===== src/rtl/speck_pkg.sv =====
// Shared SPECK-128/128 constants, rotate helpers and controller state encoding.
package speck_pkg;

  localparam int unsigned WORD_W = 64;
  localparam int unsigned ALPHA  = 8;
  localparam int unsigned BETA   = 3;

  localparam logic [1:0] IDLE   = 2'd0;
  localparam logic [1:0] KEYGEN = 2'd1;
  localparam logic [1:0] ROUNDS = 2'd2;

  function automatic logic [WORD_W-1:0] ror(input logic [WORD_W-1:0] v, input int unsigned amt);
    return (v >> amt) | (v << (WORD_W - amt));
  endfunction

  function automatic logic [WORD_W-1:0] rol(input logic [WORD_W-1:0] v, input int unsigned amt);
    return (v << amt) | (v >> (WORD_W - amt));
  endfunction

endpackage


===== src/rtl/speck_round_decrypt.sv =====
// Combinational SPECK inverse round: undoes one encrypt round given its round key.
module speck_round_decrypt
  import speck_pkg::*;
(
  input  logic [WORD_W-1:0] x,
  input  logic [WORD_W-1:0] y,
  input  logic [WORD_W-1:0] k,
  output logic [WORD_W-1:0] x_next_c,
  output logic [WORD_W-1:0] y_next_c
);

  always_comb begin
    y_next_c = ror(y ^ x, BETA);
    x_next_c = rol((x ^ k) - y_next_c, ALPHA);
  end

endmodule


===== src/rtl/speck_decrypt_control.sv =====
// SPECK-128/128 decrypt controller: forward key expansion, then reverse-order inverse rounds.
// Optional key cache skipping KEYGEN for a repeated key: define SPECK_DEC_KEY_CACHE_EN.
module speck_decrypt_control
  import speck_pkg::*;
#(
  parameter int unsigned NUM_ROUNDS = 3
) (
  input  logic                clk,
  input  logic                rst,
  input  logic                start,
  input  logic [2*WORD_W-1:0] key,
  input  logic [2*WORD_W-1:0] ciphertext,
  output logic [2*WORD_W-1:0] plaintext,
  output logic                finished,
  output logic                busy,
  output logic [4:0]          state_response
);

  localparam logic [4:0] LAST_IDX = 5'(NUM_ROUNDS - 1);
  localparam logic [4:0] GEN_LAST = 5'((NUM_ROUNDS >= 2) ? (NUM_ROUNDS - 2) : 0);

  logic [1:0]          state_q, state_d;
  logic [4:0]          counter_q, counter_d;
  logic [WORD_W-1:0]   x_q, x_d, y_q, y_d, l_q, l_d, k_q, k_d;
  logic [2*WORD_W-1:0] pt_d;
  logic                fin_d, busy_d;
  logic [WORD_W-1:0]   rk [NUM_ROUNDS];
  logic                rk_we;
  logic [4:0]          rk_idx;
  logic [WORD_W-1:0]   rk_wdata, rk_sel;
  logic [WORD_W-1:0]   l_next, k_next, x_next_c, y_next_c;
  logic                cache_hit_c;

  // One key-schedule step from the current (l, k_i) pair
  assign l_next = (ror(l_q, ALPHA) + k_q) ^ WORD_W'(counter_q);
  assign k_next = rol(k_q, BETA) ^ l_next;

  always_comb begin
    rk_sel = '0;
    for (int j = 0; j < int'(NUM_ROUNDS); j++)
      if (counter_q == 5'(j)) rk_sel = rk[j];
  end

  speck_round_decrypt u_round (
    .x        (x_q),
    .y        (y_q),
    .k        (rk_sel),
    .x_next_c (x_next_c),
    .y_next_c (y_next_c)
  );

`ifdef SPECK_DEC_KEY_CACHE_EN
  logic [2*WORD_W-1:0] cache_key_q;
  logic                cache_valid_q;

  assign cache_hit_c = cache_valid_q && (key == cache_key_q);

  // Cache only becomes valid once the whole schedule for cache_key_q is in rk
  always_ff @(posedge clk) begin
    if (rst) begin
      cache_key_q   <= '0;
      cache_valid_q <= 1'b0;
    end else if (state_q == IDLE && start && !cache_hit_c) begin
      cache_key_q   <= key;
      cache_valid_q <= 1'b0;
    end else if (state_q == KEYGEN && counter_q == GEN_LAST) begin
      cache_valid_q <= 1'b1;
    end
  end
`else
  assign cache_hit_c = 1'b0;
`endif

  always_comb begin
    state_d   = state_q;
    counter_d = counter_q;
    x_d       = x_q;
    y_d       = y_q;
    l_d       = l_q;
    k_d       = k_q;
    pt_d      = plaintext;
    fin_d     = 1'b0;
    rk_we     = 1'b0;
    rk_idx    = counter_q;
    rk_wdata  = k_next;
    case (state_q)
      IDLE: begin
        if (start) begin
          x_d       = ciphertext[2*WORD_W-1:WORD_W];
          y_d       = ciphertext[WORD_W-1:0];
          l_d       = key[2*WORD_W-1:WORD_W];
          k_d       = key[WORD_W-1:0];
          rk_we     = 1'b1;
          rk_idx    = 5'd0;
          rk_wdata  = key[WORD_W-1:0];
          counter_d = 5'd0;
          if (NUM_ROUNDS == 1 || cache_hit_c) begin
            state_d   = ROUNDS;
            counter_d = LAST_IDX;
          end else begin
            state_d = KEYGEN;
          end
        end
      end
      KEYGEN: begin
        rk_we    = 1'b1;
        rk_idx   = 5'(counter_q + 5'd1);
        rk_wdata = k_next;
        l_d      = l_next;
        k_d      = k_next;
        if (counter_q == GEN_LAST) begin
          counter_d = LAST_IDX;
          state_d   = ROUNDS;
        end else begin
          counter_d = 5'(counter_q + 5'd1);
        end
      end
      ROUNDS: begin
        x_d = x_next_c;
        y_d = y_next_c;
        if (counter_q == 5'd0) begin
          pt_d    = {x_next_c, y_next_c};
          fin_d   = 1'b1;
          state_d = IDLE;
        end else begin
          counter_d = 5'(counter_q - 5'd1);
        end
      end
      default: state_d = IDLE;
    endcase
    busy_d = (state_d == KEYGEN) || (state_d == ROUNDS);
  end

  always_ff @(posedge clk) begin
    if (rst) begin
      state_q   <= IDLE;
      counter_q <= '0;
      x_q       <= '0;
      y_q       <= '0;
      l_q       <= '0;
      k_q       <= '0;
      plaintext <= '0;
      finished  <= 1'b0;
      busy      <= 1'b0;
    end else begin
      state_q   <= state_d;
      counter_q <= counter_d;
      x_q       <= x_d;
      y_q       <= y_d;
      l_q       <= l_d;
      k_q       <= k_d;
      plaintext <= pt_d;
      finished  <= fin_d;
      busy      <= busy_d;
    end
  end

  // Round-key store needs no reset: every entry is written before it is read
  always_ff @(posedge clk) begin
    if (rk_we) begin
      for (int j = 0; j < int'(NUM_ROUNDS); j++)
        if (rk_idx == 5'(j)) rk[j] <= rk_wdata;
    end
  end

  assign state_response = counter_q;

endmodule


===== config.mk =====
export PLATFORM = sky130hd
export DESIGN_NAME = speck_decrypt_control
export DESIGN_NICKNAME = d
export VERILOG_FILES = /design/src/rtl/speck_pkg.sv /design/src/rtl/speck_round_decrypt.sv /design/src/rtl/speck_decrypt_control.sv
export SDC_FILE = /design/constraint.sdc
export NUM_CORES = 2
export LEC_CHECK = 0
export ABC_CLOCK_PERIOD_IN_PS = 13100
export BUFFER_PORTS_ARGS = -buffer_cell sky130_fd_sc_hd__buf_2
export CELL_PAD_IN_SITES_DETAIL_PLACEMENT = 0
export CELL_PAD_IN_SITES_GLOBAL_PLACEMENT = 1
export CORE_AREA = 5 5 293 295
export CTS_CLUSTER_DIAMETER = 30
export CTS_CLUSTER_SIZE = 25
export DETAILED_ROUTE_END_ITERATION = 8
export DIE_AREA = 0 0 298 300
export HOLD_SLACK_MARGIN = 0.02
export PLACE_DENSITY = 0.8
export SETUP_SLACK_MARGIN = 0.5
export SLEW_MARGIN = 20
export SYNTH_ARGS = -nofsm -noshare
export SYNTH_HDL_FRONTEND = slang
export SYNTH_HIERARCHICAL = 1
export SYNTH_SLANG_ARGS = --single-unit
export TNS_END_PERCENT = 50

===== constraint.sdc =====
create_clock -name clk -period 13.1 [get_ports clk]
set_input_delay 0 -clock clk [delete_from_list [all_inputs] [get_ports clk]]
set_output_delay 0 -clock clk [all_outputs]
set_load 0.005 [all_outputs]

======== Yosys cells after proc, flatten, opt, wreduce, memory -nomap -nowiden ========
Memories as Yosys holds them, arrays and structs flattened.
Index checks and enable logic that the tools add are counted.
operators by class
  bitwise gates (word level) .............. 9
  equality and inequality tests ........... 10
  muxes and demuxes ....................... 40
  $add $sub $neg .......................... 4
  reductions and logical operators ........ 14
operators by type and width
  operator             number
  $mux 64              11
  $pmux 64 s2          4
  $xor 64x64->64       3
  $reduce_or 64->1     2
  $add 64x64->64       1
  $or 56x64->64        1
  $or 61x64->64        1
  $or 64x3->64         1
  $or 64x8->64         1
  $sub 64x64->64       1
  $xor 64x5->64        1
  $mux 5               3
  $pmux 5 s3           1
  $mux 1               13
  $eq 5x1->1 const B   2
  $eq 5x2->1 const B   2
  $logic_not 5->1      2
  $mux 2               5
  $pmux 5 s2           1
  $reduce_and 2->1     4
  $pmux 2 s3           1
  $add 5x1->5 const B  1
  $sub 5x1->5 const B  1
  $eq 2x1->1 const B   2
  9 further kinds      12
word-level totals
  logic and storage cells ................. 87
  bits in writable memories ............... 192
  flip-flop bits (word level) ............. 393
  input port bits ......................... 259
  memories ................................ 1
  output and inout port bits .............. 135
memories
  name  words  width  read ports  clocked after Yosys merged registers in  write ports  line                         text
  rk    3      64     3           0                                        1            speck_decrypt_control.sv:27  logic [WORD_W-1:0] rk [NUM_ROUNDS];

======== Logic depth before layout (Yosys ltp) ========
  depth after elaboration ................. 9
  gate-level depth with buffers ........... 23
  depth with buffers taken out ............ 21

======== By module ========
The synthesis kept the hierarchy.
by module, submodules not included
  module                 sequential area each (um2)  cells each  area an instance (um2)  times used
  speck_decrypt_control  13,633.1                    3,148       28,609.9                1
  speck_round_decrypt    0.0                         750         5,152.4                 1

======== Worst setup path before layout ========
No wires, ideal clock.
  path kind ............................... register to register
  start point ............................. reg state_q[1]
  end point ............................... mem rk[1][36], in the netlist rk[0][100], enable pin
  data required time ...................... 12.273 ns
  setup slack ............................. 0.823 ns
  stages on the path, launching flop included .. 9
  path buffers ............................ 2
  period minus slack after synthesis ...... 12.277 ns
  arrival ................................. 11.451 ns
  library setup time ...................... 0.827 ns
  cells stage by stage .................... dfxtp_1 inv_1 ha_1 clkbuf_1 inv_1 o21ai_1 clkbuf_1 o21ai_0 a2111oi_0
between the ends
  word-level cells in the longest chain between the ends .. 9
  elaborated cells between the ends (all ways) .. 22
  those cells by class .................... eq/ne: 3; mux: 15; reduce/logical: 4
ends and longest elaborated chain
  element                                                         line                          text
  start: declaration                                              speck_decrypt_control.sv:22   logic [1:0] state_q, state_d;
  start signal: assignment                                        speck_decrypt_control.sv:146  state_q <= state_d;
  $eq 2x1->1 or $logic_not 2->1 (tied branches)                   speck_decrypt_control.sv:86   case (state_q)
  $pmux 5 s2                                                      speck_decrypt_control.sv:86
  $eq 5x1->1                                                      speck_decrypt_control.sv:162  if (rk_idx == 5'(j)) rk[j] <= rk_wdata;
  $mux 1                                                          speck_decrypt_control.sv:162
  $mux 1                                                          speck_decrypt_control.sv:160  if (rk_we) begin
  $mux 1 (not written as such)                                    speck_decrypt_control.sv:162
  $reduce_or 64->1 (no source line)                               -
  $mux 2 (no source line) or $mux 1 (tied branches) (2 in a row)  -
  end: declaration                                                speck_decrypt_control.sv:27
Several ways; a longest one is shown, not always the timed one.

======== Final worst setup path ========
  start point ............................. reg counter_q[2], in the netlist state_response[2]
  end point ............................... reg x_q[60]
between the ends
  word-level cells in the longest chain between the ends .. 8
  elaborated cells between the ends (all ways) .. 10
  those cells by class .................... add/sub: 1; eq/ne: 2; mux: 4; bitwise: 2; reduce/logical: 1
ends and longest elaborated chain
  element                   line                          text
  start: declaration        speck_decrypt_control.sv:23   logic [4:0] counter_q, counter_d;
  start signal: assignment  speck_decrypt_control.sv:147  counter_q <= counter_d;
  $logic_not 5->1           speck_decrypt_control.sv:41   if (counter_q == 5'(j)) rk_sel = rk[j];
  $mux 64 (2 in a row)      speck_decrypt_control.sv:41
  $mux 64 (*)               speck_decrypt_control.sv:41
  via rk_sel[0]             speck_decrypt_control.sv:30   logic [WORD_W-1:0] rk_wdata, rk_sel;
  $xor 64x64->64 (*)        speck_round_decrypt.sv:14     x_next_c = rol((x ^ k) - y_next_c, ALPHA);
  $sub 64x64->64 (*)        speck_round_decrypt.sv:14
  $or 64x8->64 (*)          speck_pkg.sv:17               return (v << amt) | (v >> (WORD_W - amt));
  via x_next_c[60]          speck_decrypt_control.sv:31   logic [WORD_W-1:0] l_next, k_next, x_next_c, y_next_c;
  $pmux 64 s2 (*)           speck_decrypt_control.sv:86
  end signal: assignment    speck_decrypt_control.sv:138  x_q <= '0;
  end signal: assignment    speck_decrypt_control.sv:148  x_q <= x_d;
  end: declaration          speck_decrypt_control.sv:24   logic [WORD_W-1:0] x_q, x_d, y_q, y_d, l_q, l_d, k_q, k_d;
The timed path passes the listed nets; every way through them passes the cells marked *.
A chain may end at the register's enable or synchronous reset.

==> impl_results.md <==
* CP Capture Type: flop
* F_max at 163.5 MHz
* R2R Path Start: state_response[2]
* P&R area growth vs syn at 31.69%
* Peak supply drop at roughly 120 uV
* Overall Global Routing Usage at between 20% and 30%
* Clk_lat worst skew at around 0.7 ns
* Final Hold Vio Count at 0
* FFs w/ async S/R, synth at 0%
* Synth Area in Compound Gates at a little under a quarter
* Post-synthesis cell type count at 86
* Status: finished clean
* Synth Area in Adders at approximately 5.1%
* H-tree levels at 4
* Area leader, netlist: dfxtp_1
* Crit Path Max Fanout at 64
* CTS root buf: clkbuf_16
* Ys flop type: dfxtp_1
* CTS Sinks at around 600
* Drt first pass iters at 5
* First-pass GRT wire length at 185300 um
* Yosys reg bits at approximately 600
* Initial antenna violation count at 2
* Core Area at slightly above 0.08 mm^2
* Max-Cap Viols at 0
* Overflow after GRT at 0
* Clk slew on worst S/H paths at approximately 0.05 ns
* Seq/Total Area, Yosys at approximately two fifths
* Postcts setup bufs at 0
* Tcrit/Tclk final at a little under half
* # setup viols final at 0
* Simple logic cell fraction of the synthesized area at between 10 and 15%
* Worst path top cell family by delay: compound AO/OA/AOI/OAI gates
* HP Class: in2reg
* Max Clock Skew at approximately 0.037 ns
* Initial drt markers at between 2000 and 3000
* Leakage at 17.80 nW
* Slowest CP cell: nor3_1
* Min setup slack post-route at 6.982 ns
* Setup TNS at 0 ns
* Total die area at just under 0.09 mm^2
* FF-to-FF setup slack at around 7 ns
* R2R depth at 21
* Die Y at 300 um
* Hold path start: key[47]
* Synth top area cells: dfxtp_1 23%, edfxtp_1 17%, a21oi_1 6.0%
* Clock Path Buffers at 3
* Syn nets at approximately 4300
* Initial Util at 40.73%
* Power, Total at 8.075 mW
* Layout Nets at 4913
* Vias in the first global route at around 31000
* Post-synthesis mux area share at under 10%
* Delay of the slowest critical-path stage at between 0.6 and 0.7 ns
* Total CTS buffers at 138
* Via density at between 5 and 6
* CP Cell Sequence: nor3_1 -> nand2_1 -> nor2_4 -> buf_4 -> a22oi_1 -> o21ai_0 -> xnor2_1 -> ha_1 -> inv_1 -> fa_1 -> a21o_1 -> a221oi_2 -> o2111ai_4 -> a31oi_2 -> o21ai_1 -> a21o_1 -> a21boi_1 -> o21bai_1 -> xor2_1 -> mux2i_1 -> a211oi_1
* XOR/XNOR Fraction of Synth Area at around 8.6%
* Remaining DRCs at 0
* Most common cell on crit path: a21o_1
* Boundary Pins at between 300 and 400
* WL/cell at 21.42 um
* Synthesized area per cell at approximately 8.7 um^2
* Die Wd at between 200 and 300 um
* Fin crit period at 6.118 ns
* EDFF count, synth at approximately 190
* Crit path kind: reg2reg
* Hold path endpoint: k_q[47]
* Critical path arrival at 6.71 ns
* Mapped Area at 0.03376 mm^2
* Post-Route Utilization at between 50% and 60%
* GP Congestion at roughly 0.9
* Placed cell count at about 5000
* CP required at approximately 14 ns
* Post-DP HPWL at ~87000 um
* Synth warn at 6
* Slew Limit Fails at 0
* # hold bufs at CTS at 321
* Post-DRT Antenna Nets at 0
* CTS tree: yes
* Pin count of the biggest net entering global routing at approximately 260
* WL final at approximately 120000 um
* CTS resizes at 0
* Worst Tran Pin Value at ~1 ns
* Via count at about 32000
* Post-Synthesis Cells at between 3000 and 4000
* CP startpoint kind: flop
* Largest family of logic cells by synthesized area: compound AO/OA/AOI/OAI gates
* Cell row count at 106
* Layout cells sized above 1 at between 10% and 20%
* Power density cells at around 180 mW/mm^2
* Non-Filler Instances at approximately 5700
* WP buf/inv at 2
* Number of stages on the worst hold path at 4
* Synth top cells by count: 492 x nand2_1, 424 x nor2_1, 405 x a21oi_1
* Worst reg2reg endpoint: x_q[60]
* Max-slew headroom at about a third
* RSZ-0062 raised after global routing: false
* Setup WS pre-CTS at about 7.1 ns
* Synth top area share at approximately a quarter
* Most frequent cell after synthesis: nand2_1
* PortBufs at between 300 and 400
## routing by layer
metal | global-route usage, % | share of wire [%] | vias to the layer above | wire length [um]
met2 | 42.61 | 46 | 1133 | 56760
met4 | 8.541 | 2.8 | 2 | 3429
met5 | 0 | 0.0090 | - | 11
li1 | - | - | 15300 | -
met3 | 4.686 | 6.5 | 194 | 7915
met1 | 35.59 | 44 | 15370 | 54250
## worst max path at each step
stage                           start    endpoint  slack (ns)  cells after the start
floorplan                  state_q[1]  rk[0][100]        0.82                      8
global placement    state_response[2]      x_q[0]        7.09                     21
detailed placement  state_response[2]      x_q[0]        7.05                     21
CTS                 state_response[2]      x_q[0]        7.00                     21
global route        state_response[2]      x_q[6]        6.51                     21
finish              state_response[2]     x_q[60]        6.98                     21
## power breakdown
part | switching, mW | internal (mW) | leakage, nW
registers | 0.101 | 2.07 | 5.01
clock network | 1.16 | 2.31 | 2.33
logic | 1.54 | 0.895 | 10.5
## worst min-delay path, stage by stage
cell and delay (ns):
dlygate4sd3_1 0.53, buf_2 0.12, nand4_1 0.08, o211ai_1 0.09
## cell families (layout without fill, tap and decap cells)
kind of cell | count (synthesis) | in the layout
flops | 585 | 585
xor+xnor | 315 | 315
simple gates | 1147 | 1147
fa+ha+maj | 136 | 136
compound gates | 1187 | 1187
other cells | 0 | 2
mux | 163 | 163
buf+inv | 365 | 1099
## placed cells by master (no fill, tap or decap), types with 12 or more instances in the layout
cell | Yosys | final
o21bai_1 | 25 | 25
nand3_1 | 45 | 44
xnor2_1 | 200 | 200
ha_1 | 134 | 132
o21ai_1 | 15 | 13
a21oi_1 | 405 | 403
and3_1 | 18 | 18
dfxtp_1 | 393 | 393
buf_4 | 0 | 25
clkbuf_8 | 0 | 12
inv_1 | 104 | 103
clkbuf_1 | 238 | 15
mux2i_1 | 163 | 163
bufinv_16 | 0 | 13
nor2_1 | 424 | 419
nor2b_1 | 17 | 17
dlygate4sd3_1 | 0 | 321
clkbuf_16 | 0 | 140
nand2_1 | 492 | 491
a22oi_1 | 66 | 66
a211o_1 | 20 | 20
edfxtp_1 | 192 | 192
or3_1 | 12 | 12
o21ai_0 | 182 | 182
a21o_1 | 76 | 76
clkinv_2 | 0 | 28
a211oi_1 | 218 | 218
xor2_1 | 106 | 106
a31oi_1 | 35 | 35
o21a_1 | 15 | 15
nand4_1 | 34 | 34
a22o_1 | 14 | 14
nor3_1 | 40 | 40
and4_1 | 17 | 17
buf_2 | 9 | 392
## flip-flops by register name (all words and copies together), names as in the netlist
name / count
rk: 192
plaintext: 128
k_q: 64
l_q: 64
x_q: 64
y_q: 64
state_response: 5
state_q: 2
busy: 1
finished: 1
## area by class of cell
| cell class | instances | area, um^2 |
|---|---|---|
| well taps | 1080 | 1351 |
| diodes | 2 | 5.005 |
| multi-input cells | 2948 | 18860 |
| fillers | 7539 | 38430 |
| clock buffers | 167 | 3725 |
| repair buffers | 741 | 5425 |
| clock inverters | 87 | 1070 |
| flip-flops and latches | 585 | 13630 |
| inverters | 104 | 390.4 |
## metrics by stage
step | hold slack [ns] | cell area (um^2)
after floorplan | 0.1854 | 33760
after global placement | 0.3074 | 36420
after detailed placement | 0.3181 | 36420
after CTS | 0.1430 | 44430
after global routing | 0.1893 | 44460
final | 0.1595 | 44460
(Power assumes the default switching activity.)
